File: src/rtl/signed_frame_pkg.sv
// Shared widths and helpers for the signed frame accumulator: defaults, a
// constant clog2, the sum-width rule and a generic sign extension.
package signed_frame_pkg;

  localparam int DIN_W_DEF     = 4;
  localparam int N_SAMPLES_DEF = 8;

  function automatic int clog2(input int value);
    int r;
    r = 0;
    while ((1 << r) < value) r++;
    return r;
  endfunction

  // N samples of DIN_W bits can never overflow DIN_W + clog2(N) bits.
  function automatic int sum_width(input int din_w, input int n_samples);
    return din_w + clog2(n_samples);
  endfunction

  // Replicates bit (width-1) of value into every higher bit of the 32-bit result.
  function automatic logic [31:0] sext(input logic [31:0] value, input int width);
    return 32'($signed(value << (32 - width)) >>> (32 - width));
  endfunction

endpackage

File: src/rtl/signed_minmax.sv
// Registered running signed max/min tracker: load restarts both trackers
// from one sample, update folds a further sample into them.
module signed_minmax
  import signed_frame_pkg::*;
#(
  parameter int W = DIN_W_DEF
) (
  input  logic                clk,
  input  logic                rst,
  input  logic                load,
  input  logic                update,
  input  logic signed [W-1:0] sample,
  output logic signed [W-1:0] max,
  output logic signed [W-1:0] min
);

  // NOTE: state uses non-blocking assignments so every flop samples pre-edge values.
  always_ff @(posedge clk or posedge rst) begin
    if (rst) begin
      max <= '0;
      min <= '0;
    end else if (load) begin
      max <= sample;
      min <= sample;
    end else if (update) begin
      if (sample > max) max <= sample;
      if (sample < min) min <= sample;
    end
  end

endmodule

File: src/rtl/signed_frame_acc.sv
// Groups every N_SAMPLES valid signed samples into a frame and reports the
// frame's sum, maximum and minimum with a one-cycle result strobe.
module signed_frame_acc
  import signed_frame_pkg::*;
#(
  parameter  int DIN_W     = DIN_W_DEF,
  parameter  int N_SAMPLES = N_SAMPLES_DEF,
  localparam int SUM_W     = sum_width(DIN_W, N_SAMPLES)
) (
  input  logic                    clk,
  input  logic                    rst,
  input  logic signed [DIN_W-1:0] din,
  input  logic                    din_flag,
  input  logic                    clr,
  output logic signed [SUM_W-1:0] sum_out,
  output logic signed [DIN_W-1:0] max_out,
  output logic signed [DIN_W-1:0] min_out,
  output logic                    sum_flag,
  output logic                    busy
);

  localparam int              CNT_W    = clog2(N_SAMPLES);
  localparam logic [CNT_W-1:0] LAST_CNT = CNT_W'(N_SAMPLES - 1);

  logic [CNT_W-1:0]        cnt, cnt_next;
  logic signed [SUM_W-1:0] acc, acc_next, din_ext;
  logic signed [DIN_W-1:0] rmax, rmin, max_next, min_next;
  logic                    start, last;

  assign din_ext = SUM_W'(sext(32'(unsigned'(din)), DIN_W));

  // A clr accompanied by a sample restarts the frame with that sample.
  assign start = din_flag && (clr || cnt == '0);
  assign last  = din_flag && !clr && cnt == LAST_CNT;

  // NOTE: every output of this block gets a default first, so no latch is inferred.
  always_comb begin
    cnt_next = cnt;
    if (clr)           cnt_next = din_flag ? CNT_W'(1) : '0;
    else if (din_flag) cnt_next = last ? '0 : cnt + 1'b1;
    acc_next = start ? din_ext : acc + din_ext;
    max_next = (din > rmax) ? din : rmax;
    min_next = (din < rmin) ? din : rmin;
  end

  signed_minmax #(.W(DIN_W)) u_minmax (
    .clk    (clk),
    .rst    (rst),
    .load   (start),
    .update (din_flag && !start),
    .sample (din),
    .max    (rmax),
    .min    (rmin)
  );

  always_ff @(posedge clk or posedge rst) begin
    if (rst) begin
      cnt      <= '0;
      acc      <= '0;
      busy     <= 1'b0;
      sum_flag <= 1'b0;
      sum_out  <= '0;
      max_out  <= '0;
      min_out  <= '0;
    end else begin
      cnt      <= cnt_next;
      busy     <= (cnt_next != '0);
      sum_flag <= last;
      if (din_flag) acc <= acc_next;
      if (last) begin
        sum_out <= acc_next;
        max_out <= max_next;
        min_out <= min_next;
      end
    end
  end

endmodule

File: config.mk
export PLATFORM = sky130hd
export DESIGN_NAME = signed_frame_acc
export DESIGN_NICKNAME = d
export VERILOG_FILES = /design/src/rtl/signed_frame_pkg.sv /design/src/rtl/signed_minmax.sv /design/src/rtl/signed_frame_acc.sv
export SDC_FILE = /design/constraint.sdc
export NUM_CORES = 1
export LEC_CHECK = 0
export ABC_CLOCK_PERIOD_IN_PS = 3400
export CORE_UTILIZATION = 50
export DETAILED_ROUTE_END_ITERATION = 10
export GPL_ROUTABILITY_DRIVEN = 0
export GPL_TIMING_DRIVEN = 0
export PLACE_DENSITY = 0.71
export SLEW_MARGIN = 30
export SYNTH_ARGS = -nofsm -noshare
export SYNTH_HDL_FRONTEND = slang
export SYNTH_HIERARCHICAL = 1
export SYNTH_SLANG_ARGS = --single-unit
File: constraint.sdc
create_clock -name clk -period 3.4 [get_ports clk]
set_input_delay 1.02 -clock clk [delete_from_list [all_inputs] [get_ports clk]]
set_output_delay 1.02 -clock clk [all_outputs]
set_load 0.05 [all_outputs]
==> results of run 1 <==
metal layers:
layer / track usage (%) / up-vias / wire, µm
li1: - / 1110 / -
met4: 6.41 / 0 / 72
met1: 30.2 / 1054 / 2690
met2: 40.7 / 37 / 2660
met3: 3.43 / 7 / 137
met5: 0 / - / 0
power by group through the flow:
| stage | Combinational, µW | Sequential, µW | Clock (µW) |
|---|---|---|---|
| floorplan | 736 | 619 | 0 |
| global placement | 931 | 606 | 0 |
| detailed placement | 954 | 607 | 0 |
| CTS | 962 | 600 | 306 |
| global route | 1080 | 612 | 324 |
| finish | 964 | 598 | 300 |
flip-flops by register name, indices dropped and copies added, names as in the netlist:
name and count:
cnt 3, busy 1, acc 7, sum_flag 1, sum_out 7, u_minmax/max 4, u_minmax/min 4, min_out 4
max_out 4
per-stage QoR:
step	setup slack, ns	setup TNS, ns	area, µm²	std cells
final	0.220	0	2990	381
after CTS	0.123	0	2990	381
after global routing	0.0320	0	2990	381
after global placement	-0.289	-0.632	2900	374
after floorplan	0.746	0	2580	283
after detailed placement	-0.318	-0.715	2900	374
timing repair:
item	in CTS	in global routing
setup endpoints to repair	2	2
cloned	0	0
gates resized for setup	1	1
hold endpoints to repair	0	0
critical path, stage by stage:
cell and delay, ns:
clkdlybuf4s50_1 0.85, ha_1 0.40, a211oi_2 0.33, o21bai_1 0.17
a21oi_2 0.24, mux2i_1 0.21, a31oi_1 0.10
synth_stat cells (all sizes together) (8+ instances only):
cell type / instances
dfrtp: 35
ha: 23
nor2: 22
inv: 19
nand3: 19
nand2: 16
a21oi: 13
mux2i: 12
o211ai: 12
o21ai: 12
nand4: 10
buf: 9
nor3: 8
worst max path at each step:
| stage | end | slack (ns) | startpoint |
|---|---|---|---|
| detailed placement | sum_out[6]$_DFFE_PP0P_ | -0.32 | din[0] |
| floorplan | acc[6]$_DFFE_PP0P_ | 0.75 | din[0] |
| global route | sum_out[6]$_DFFE_PP0P_ | 0.03 | din[3] |
| finish | acc[6]$_DFFE_PP0P_ | 0.22 | din[2] |
| global placement | acc[6]$_DFFE_PP0P_ | -0.29 | din[0] |
| CTS | sum_out[6]$_DFFE_PP0P_ | 0.12 | din[1] |
kinds of logic (layout without fill, tap and decap cells):
family,after synthesis,in the layout,share of synthesized area [%]
buf+inv,33,64,5.92
mux,15,15,5.97
flops,35,35,33.9
xor+xnor,2,2,0.679
simple gates,99,99,20.3
fa+ha+maj,24,24,11.9
compound gates,75,75,21.3
final cells by class:
cell class / count / area, µm² / area share, %
timing repair buffer: 24 / 241 / 8.07
sequential: 35 / 876 / 29.3
clock buffer: 6 / 82.6 / 2.76
clock inverter: 1 / 5.00 / 0.167
inverter: 22 / 86.3 / 2.88
buffer: 11 / 66.3 / 2.22
multi-input combinational: 215 / 1550 / 51.8
tap: 67 / 83.8 / 2.80
==> flow_summary.toml, run 1 <==
[power]
power_frac_clock_pct = 16.1
swShare_pct = 42.7
p_sw_uw = 796
comb_power_share_pct = 51.8
p_per_area_nw_per_um2 = 622
p_total_uw = 1860
peakVddDrop_v = 0.000401
p_int_uw = 1070
power_frac_seq_pct = 32.1
p_leak_uw = 0.00142

[logic_synthesis]
syn_avg_cell_area_um2 = 9.12
yosys.area.top_type = "dfrtp_1"
synth_top_area_share_pct = 33.9
synth_cell_type_count = 57
synth_edf_count = 0
synthTopCellsByArea = "dfrtp_1 (34%), ha_1 (11%), mux2i_1 (4.7%)"
synth_area_um2 = 2580
async_flop_share_pct = 100
synth_warnings = 6
syn_nets = 315
synth-main-ff-cell = "dfrtp_1"
synth-seq-cells = 35
synth_cells = 283
synth_seq_area_share_pct = 33.9

[worst_setup_path]
regToRegSetupSlack_ns = 1.16
r2r-start = "cnt[0]$_DFF_PP0_"
start_kind = "input port"
critPathCaptureType = "flip-flop"
r2r_end = "u_minmax/min[2]$_DFFE_PP0P_"
worstPathArrival_ns = 3.32
critPathRequiredTime_ns = 3.54
crit_path_max_fanout = 13
critical_path_class = "input port to flip-flop"
reg2regPathDepth = 10

[route]
totalWireLength_um = 5560
wl_per_cell_um = 14.6
remaining_drc_errors = 0
viasPerCell = 5.80
ant_nets = 0
first_pass_iters = 4
vias = 2208
drt_iter0_markers = 109

[clocking]
cts_tree = "built"
cts_made_buffers = 5
cts_sinks = 35
root_buffer = "clkbuf_8"
cts_max_path_buffers = 2
postCtsSetupRepairBufs = 0
cts_hold_buf = 0
clkLatencyLatePin_ns = 0.29
clk_pin_slew_ns = 0.06
htree_levels = 2

[sta]
finClkSkew_ns = 0.00771
slew_headroom_pct = 56.7
worst_hold_slack_ns = 0.477
setup_viol = 0
rsz0062_at_grt = "no"
min_period_ns = 3.18
fmax_mhz = 314
slew_viol_final = 0
fin_crit_sh_pct = 93.5
finalHoldViolCount = 0
worst_slew_pin_slew_ns = 0.649

[die]
start_util_pct = 53.2
die_x_um = 73.8
io_pins = 25
die_h_um = 73.8
dieArea_um2 = 5450
rows = 25
coreArea_um2 = 4850

[finish]
nFillCells = 447
num_antenna_cells = 0
final_common_cell = "dfrtp_1"
drive_gt1_share_pct = 10.5
mostFrequentLayoutCells = "dfrtp_1 (35), ha_1 (23), nor2_1 (22), clkdlybuf4s50_1 (22), nand3_1 (19)"
syn2layout_area_growth_pct = 16.0
fin_nets = 346
post-route-util_pct = 61.7

[place]
dp_hpwl_um = 4120
io_buffers = 24

[hold_path]
min_from = "sum_out[3]$_DFFE_PP0P_"
hold_depth = 2
whs_endpoint = "sum_out[3]$_DFFE_PP0P_"
hp-class = "flip-flop to flip-flop"

[grt]
grt_pass1_wl_um = 9740
grt_max_degree = 28
grt.overflow.total = 0
grt.total_usage_pct = 23.4
grt_pass1_vias = 2143
antenna_found_initial = 0

[outcome]
status = "complete, no violations"

[run]
drv_cap = 0
(Power assumes the default switching activity.)
==> run 2, diff against run 1 <==
--- a/config.mk
+++ b/config.mk
@@ -6,13 +6,14 @@
 export NUM_CORES = 1
 export LEC_CHECK = 0
 export ABC_CLOCK_PERIOD_IN_PS = 3400
+export CAP_MARGIN = 20
 export CORE_UTILIZATION = 50
 export DETAILED_ROUTE_END_ITERATION = 10
 export GPL_ROUTABILITY_DRIVEN = 0
 export GPL_TIMING_DRIVEN = 0
-export PLACE_DENSITY = 0.71
+export PLACE_DENSITY = 0.72
 export SLEW_MARGIN = 30
 export SYNTH_ARGS = -nofsm -noshare
 export SYNTH_HDL_FRONTEND = slang
-export SYNTH_HIERARCHICAL = 1
 export SYNTH_SLANG_ARGS = --single-unit
+export TNS_END_PERCENT = 1
==> flow_summary.toml, run 2 <==
[place]
dpl_worst_slack_ns = -0.157
io_buffers = 23
dp_hpwl_um = 3200
post-place-cells = 295

[power]
power_frac_clock_pct = 22.6
peakVddDrop_v = 0.000213
p_per_area_nw_per_um2 = 483
comb_power_share_pct = 36.9
swShare_pct = 35.1
p_int_uw = 789
p_sw_uw = 426
p_leak_uw = 0.00115
power_frac_seq_pct = 40.5

[clocking]
postCtsSetupRepairBufs = 0
cts_resized = 0
clk_pin_slew_ns = 0.06
clkLatencyLatePin_ns = 0.29
cts_hold_buf = 0
root_buffer = "clkbuf_8"
cts_max_path_buffers = 2
htree_levels = 2
cts_tree = "built"
cts_made_buffers = 5
cts_sinks = 35

[die]
die_x_um = 67.6
rows = 23
die_h_um = 67.6
coreArea_um2 = 4060
io_pins = 25
dieArea_um2 = 4570
start_util_pct = 53.0

[finish]
drive_gt1_share_pct = 8.76
mostFrequentLayoutCells = "dfrtp_1 (35), nand2_1 (27), clkdlybuf4s50_1 (23), o21ai_0 (19), ha_1 (16)"
nFillCells = 355
syn2layout_area_growth_pct = 17.0
post-route-util_pct = 62.0
final_common_cell = "dfrtp_1"
reg_top3 = "acc (7), sum_out (7)"
finalNonFillerCells = 301
num_antenna_cells = 0
fin_nets = 277

[route]
ant_nets = 0
vias = 1684
wl_per_cell_um = 14.5
drt_iter0_markers = 118
first_pass_iters = 4
viasPerCell = 5.59
totalWireLength_um = 4350
remaining_drc_errors = 0

[logic_synthesis]
synth_cell_type_count = 40
synth_edf_count = 0
synth_warnings = 0
synthTopCellsByArea = "dfrtp_1 (41%), ha_1 (9.3%), nand2_1 (4.7%)"
synth_compound_area_share_pct = 19.1
synth_top_area_share_pct = 40.7
syn_avg_cell_area_um2 = 9.69
synth_top_family_by_area = "compound AO/OA/AOI/OAI gates"
synth-seq-cells = 35
synth_area_um2 = 2150
syn_nets = 247
synthAdderAreaFrac_pct = 10.2
yosys.area_share.simple_pct = 15.4
synth_cells = 222
ys_top_cells_by_count = "dfrtp_1 (35), nand2_1 (27), o21ai_0 (19)"
synth.most_common_cell = "dfrtp_1"
synth_seq_area_share_pct = 40.7
synth_xor_xnor_area_share_pct = 1.63
synth-main-ff-cell = "dfrtp_1"
yosys.area.top_type = "dfrtp_1"
synth.area.mux_share_pct = 8.90
async_flop_share_pct = 100

[worst_setup_path]
crit_family = "compound AO/OA/AOI/OAI gates"
cpMaxStageDelayCell = "clkdlybuf4s50_1"
max_stage_delay_ns = 0.77
worstPathArrival_ns = 3.44
critical_path_class = "input port to flip-flop"
start_kind = "input port"
r2r-start = "acc[0]$_DFFE_PP0P_"
critPathRequiredTime_ns = 3.57
path_cells = "clkdlybuf4s50_1 -> ha_1 -> nor2b_1 -> o21a_1 -> o311a_4 -> o31ai_4 -> mux2_2"
startpoint = "din[1]"
r2r_end = "sum_out[6]$_DFFE_PP0P_"
crit_path_max_fanout = 10
critPathBufInv = 1
reg2regPathDepth = 7
regToRegSetupSlack_ns = 1.16
crit_end = "u_minmax.max[1]$_DFFE_PP0P_"
critPathCaptureType = "flip-flop"
path_depth = 7

[sta]
slew_viol_final = 0
fin_crit_sh_pct = 96.2
finClkSkew_ns = 0.00331
slew_headroom_pct = 50.3
worst_slew_pin_slew_ns = 0.737
finalHoldViolCount = 0
rsz0062_at_grt = "no"
setup_viol = 0
min_period_ns = 3.27
setup_tns_ns = 0
worst_hold_slack_ns = 0.473
fmax_mhz = 306
layout_setup_ws_ns = 0.130

[grt]
grt_pass1_wl_um = 7420
grt_pass1_vias = 1550
grt.total_usage_pct = 22.6
grt.overflow.total = 0
antenna_found_initial = 0
grt_max_degree = 36

[run]
drv_cap = 0

[hold_path]
hp-class = "flip-flop to flip-flop"

[outcome]
status = "complete, no violations"
==> run 2: area by class of cell <==
| class | count | area (µm²) | area share (%) |
|---|---|---|---|
| multi-input cells | 165 | 1190 | 47.2 |
| flip-flops and latches | 35 | 876 | 34.8 |
| repair buffers | 23 | 230 | 9.15 |
| clock buffers | 6 | 72.6 | 2.88 |
| well taps | 50 | 62.6 | 2.49 |
| inverters | 13 | 48.8 | 1.94 |
| plain buffers | 9 | 37.5 | 1.49 |
==> run 2: stage by stage <==
stage | area [µm²] | power (µW)
after floorplan | 2150 | 848
after global placement | 2440 | 938
after detailed placement | 2440 | 946
after CTS | 2520 | 1230
after global routing | 2520 | 1300
final | 2520 | 1220
==> run 2: worst min-delay path by stage <==
stage / from / to / slack [ns] / depth (start not counted)
final: max_out[2]$_DFFE_PP0P_ / max_out[2]$_DFFE_PP0P_ / 0.47 / 2
after global routing: max_out[2]$_DFFE_PP0P_ / max_out[2]$_DFFE_PP0P_ / 0.50 / 2
after CTS: max_out[2]$_DFFE_PP0P_ / max_out[2]$_DFFE_PP0P_ / 0.48 / 2
after detailed placement: max_out[2]$_DFFE_PP0P_ / max_out[2]$_DFFE_PP0P_ / 0.47 / 2
after global placement: min_out[0]$_DFFE_PP0P_ / min_out[0]$_DFFE_PP0P_ / 0.46 / 2
after floorplan: u_minmax.min[0]$_DFFE_PP0P_ / u_minmax.min[0]$_DFFE_PP0P_ / 0.47 / 2
==> run 2: logic make-up (layout without fill, tap and decap cells) <==
group	Yosys count	in the layout
AOI/OAI and AO/OA	56	56
DFF	35	35
buffers and inverters	22	51
muxes	18	18
adders and majority gates	17	17
xor gates and xnor gates	4	4
and+or+nand+nor	70	70
==> run 2: worst min-delay path: cells and delay by family (launching register included) <==
family           cells  cell delay [ns]
AND/OR/NAND/NOR      2             0.10
flip-flops           1             0.34
==> run 2: per-layer routing <==
layer	track usage [%]	wire length (µm)	up-vias	part of all wire [%]
met2	35.9	2070	34	48
met4	10.6	70	0	1.6
li1	-	-	852	-
met3	5.07	151	5	3.5
met5	0	0	-	0
met1	28.8	2060	793	47
==> run 2: power by group through the flow <==
| stage | clock network (µW) | registers (µW) | logic [µW] |
|---|---|---|---|
| floorplan | 0 | 524 | 324 |
| global placement | 0 | 498 | 439 |
| detailed placement | 0 | 500 | 446 |
| CTS | 291 | 492 | 448 |
| global route | 303 | 497 | 503 |
| finish | 275 | 492 | 448 |
==> RTL edit: new RTL, flow settings as in run 1 <==
Set the package constant `N_SAMPLES_DEF` to 9 (it was 8).
--- a/src/rtl/signed_frame_pkg.sv
+++ b/src/rtl/signed_frame_pkg.sv
@@ -3,7 +3,7 @@
 package signed_frame_pkg;
 
   localparam int DIN_W_DEF     = 4;
-  localparam int N_SAMPLES_DEF = 8;
+  localparam int N_SAMPLES_DEF = 9;
 
   function automatic int clog2(input int value);
     int r;
Interface: changed (resized sum_out); port bits go from 25 to 26. No check against the original RTL was run, so the function may have changed too.
==> RTL edit against run 1 <==
Wire length increased by 2.0%; critical path depth increased by 1; maximum frequency shrank 2.0%; synthesized area down 1.4%; sequential cell count grew 3; worst setup slack worse by 64 ps; power rose by 6.7%; cell area is 0.50% higher; largest power group unchanged; highest routed layer unchanged.
==> RTL edit: results (changes against run 1) <==
H-tree depth 2 (unchanged); Max VDD drop 254 uV (-37%); status finished clean; Comb. pwr 0.000903 W (-6.3%); first-pass GRT wire length 9520 um (-2.2%); M1 WL 2750 um (+2.2%); Total Routing Usage GR 0.233 (-0.000754); vias 2180 (-1.3%); detailed placement HPWL 4070 um (-1.2%); clock-pin slew on the worst setup and hold paths 80 ps (+20 ps); met3 usage 0.0494 (+0.0151); CTS Buf Count 5 (unchanged); Synth Net Count 319 (+1.3%); Distinct cells, synth 43 (-25%); Worst-Margin Slew 607 ps (-41.8 ps); Synth Area in Compound Gates 0.202 (-0.0107); biggest regs acc x8, sum_out x8; CP arrival 3400 ps (+80 ps); ant diodes 0 (unchanged); worst skew pair latency approximately 300 ps; post-place setup slack -235 ps (+82.9 ps); skew final 9.80 ps (+2.09 ps); top post-synthesis cells by area dfrtp_1, ha_1, mux2i_1; top cells by count, synth dfrtp_1, nor2_1, o21ai_0; M2 GR Usage 0.367 (-0.0394); met2 wire len 2650 um (-0.60%); Seq/Total Area, Yosys 0.374 (+0.0344); PostCTS Resize Cnt 0 (-1); post-synthesis mux area share 0.0635 (+0.00380); 1st-pass router iterations 6 (+2); setup TNS 0 ps (unchanged); vias in the first global route 2061 (-3.8%); Synth Instances 287 (+1.4%); net load switching power 0.000762 W (-4.2%); drt drc 0 (unchanged); DR WL met3 219 um (+60%); 1st-iter DRT viols 153 (+40%); clock network power 0.000470 W (+57%); Synth Area in Adders 0.121 (+0.00170); nets 350 (+1.2%); Slowest-stage cell, CP clkdlybuf4s50_1; Synth Area in XOR/XNOR 0.0103 (+0.00354); grt met1 use 0.320 (+0.0177); Lkg Pwr 1.41 nW (-0.58%); share of layout cells above drive strength 1 0.0690 (-0.0361); Tmin final 3240 ps (+63.8 ps); Avg WL per Cell 14.7 um (+0.69%); largest net degree at the start of global routing 31 (+11%)
## RTL edit: cell types whose count changed after synthesis, moves of 4 or more
cell	change
a21oi_1	+10
clkbuf_1	+4
inv_1	+7
nand2_1	+6
nand3_1	-6
nor2_1	+5
nor3_1	-8
o21ai_0	+19
## RTL edit: per-stage QoR
stage / instance area [um2] / total power, W / cells / utilization / hold slack, ps
final: 3010 / 0.00199 / 386 / 0.624 / 482
after global routing: 3010 / 0.00213 / 386 / 0.624 / 511
after CTS: 3010 / 0.00199 / 386 / 0.624 / 488
after detailed placement: 2870 / 0.00151 / 378 / 0.595 / 469
after global placement: 2870 / 0.00148 / 378 / 0.595 / 462
after floorplan: 2540 / 0.00133 / 287 / - / 493
## RTL edit: layout make-up
class	instances	area (um2)
Inverter	27	105
Clock buffer	5	68.8
Multi-Input combinational cell	212	1430
Tap cell	67	83.8
Sequential cell	38	951
Timing Repair Buffer	24	243
Fill cell	459	1810
Buffer	10	55.1
Clock inverter	3	68.8
## RTL edit: tightest hold or removal path, stage by stage, from the launching register on
cell	delay (ps)
dfrtp_1	350
nand2_1	40
o21ai_0	60
## RTL edit: path summary, 6_finish.rpt
check	from	end	slack [ps]	depth (start not counted)
setup / recovery	din[3]	sum_out[6]$_DFFE_PP0P_	160	8
hold / removal	min_out[0]$_DFFE_PP0P_	min_out[0]$_DFFE_PP0P_	480	2
setup reg to reg	cnt[0]$_DFF_PP0_	u_minmax/min[2]$_DFFE_PP0P_	730	11
hold reg to reg	min_out[0]$_DFFE_PP0P_	min_out[0]$_DFFE_PP0P_	480	2
max in group asynchronous	rst	max_out[0]$_DFFE_PP0P_	1850	2
min in group asynchronous	rst	u_minmax/min[0]$_DFFE_PP0P_	1020	2
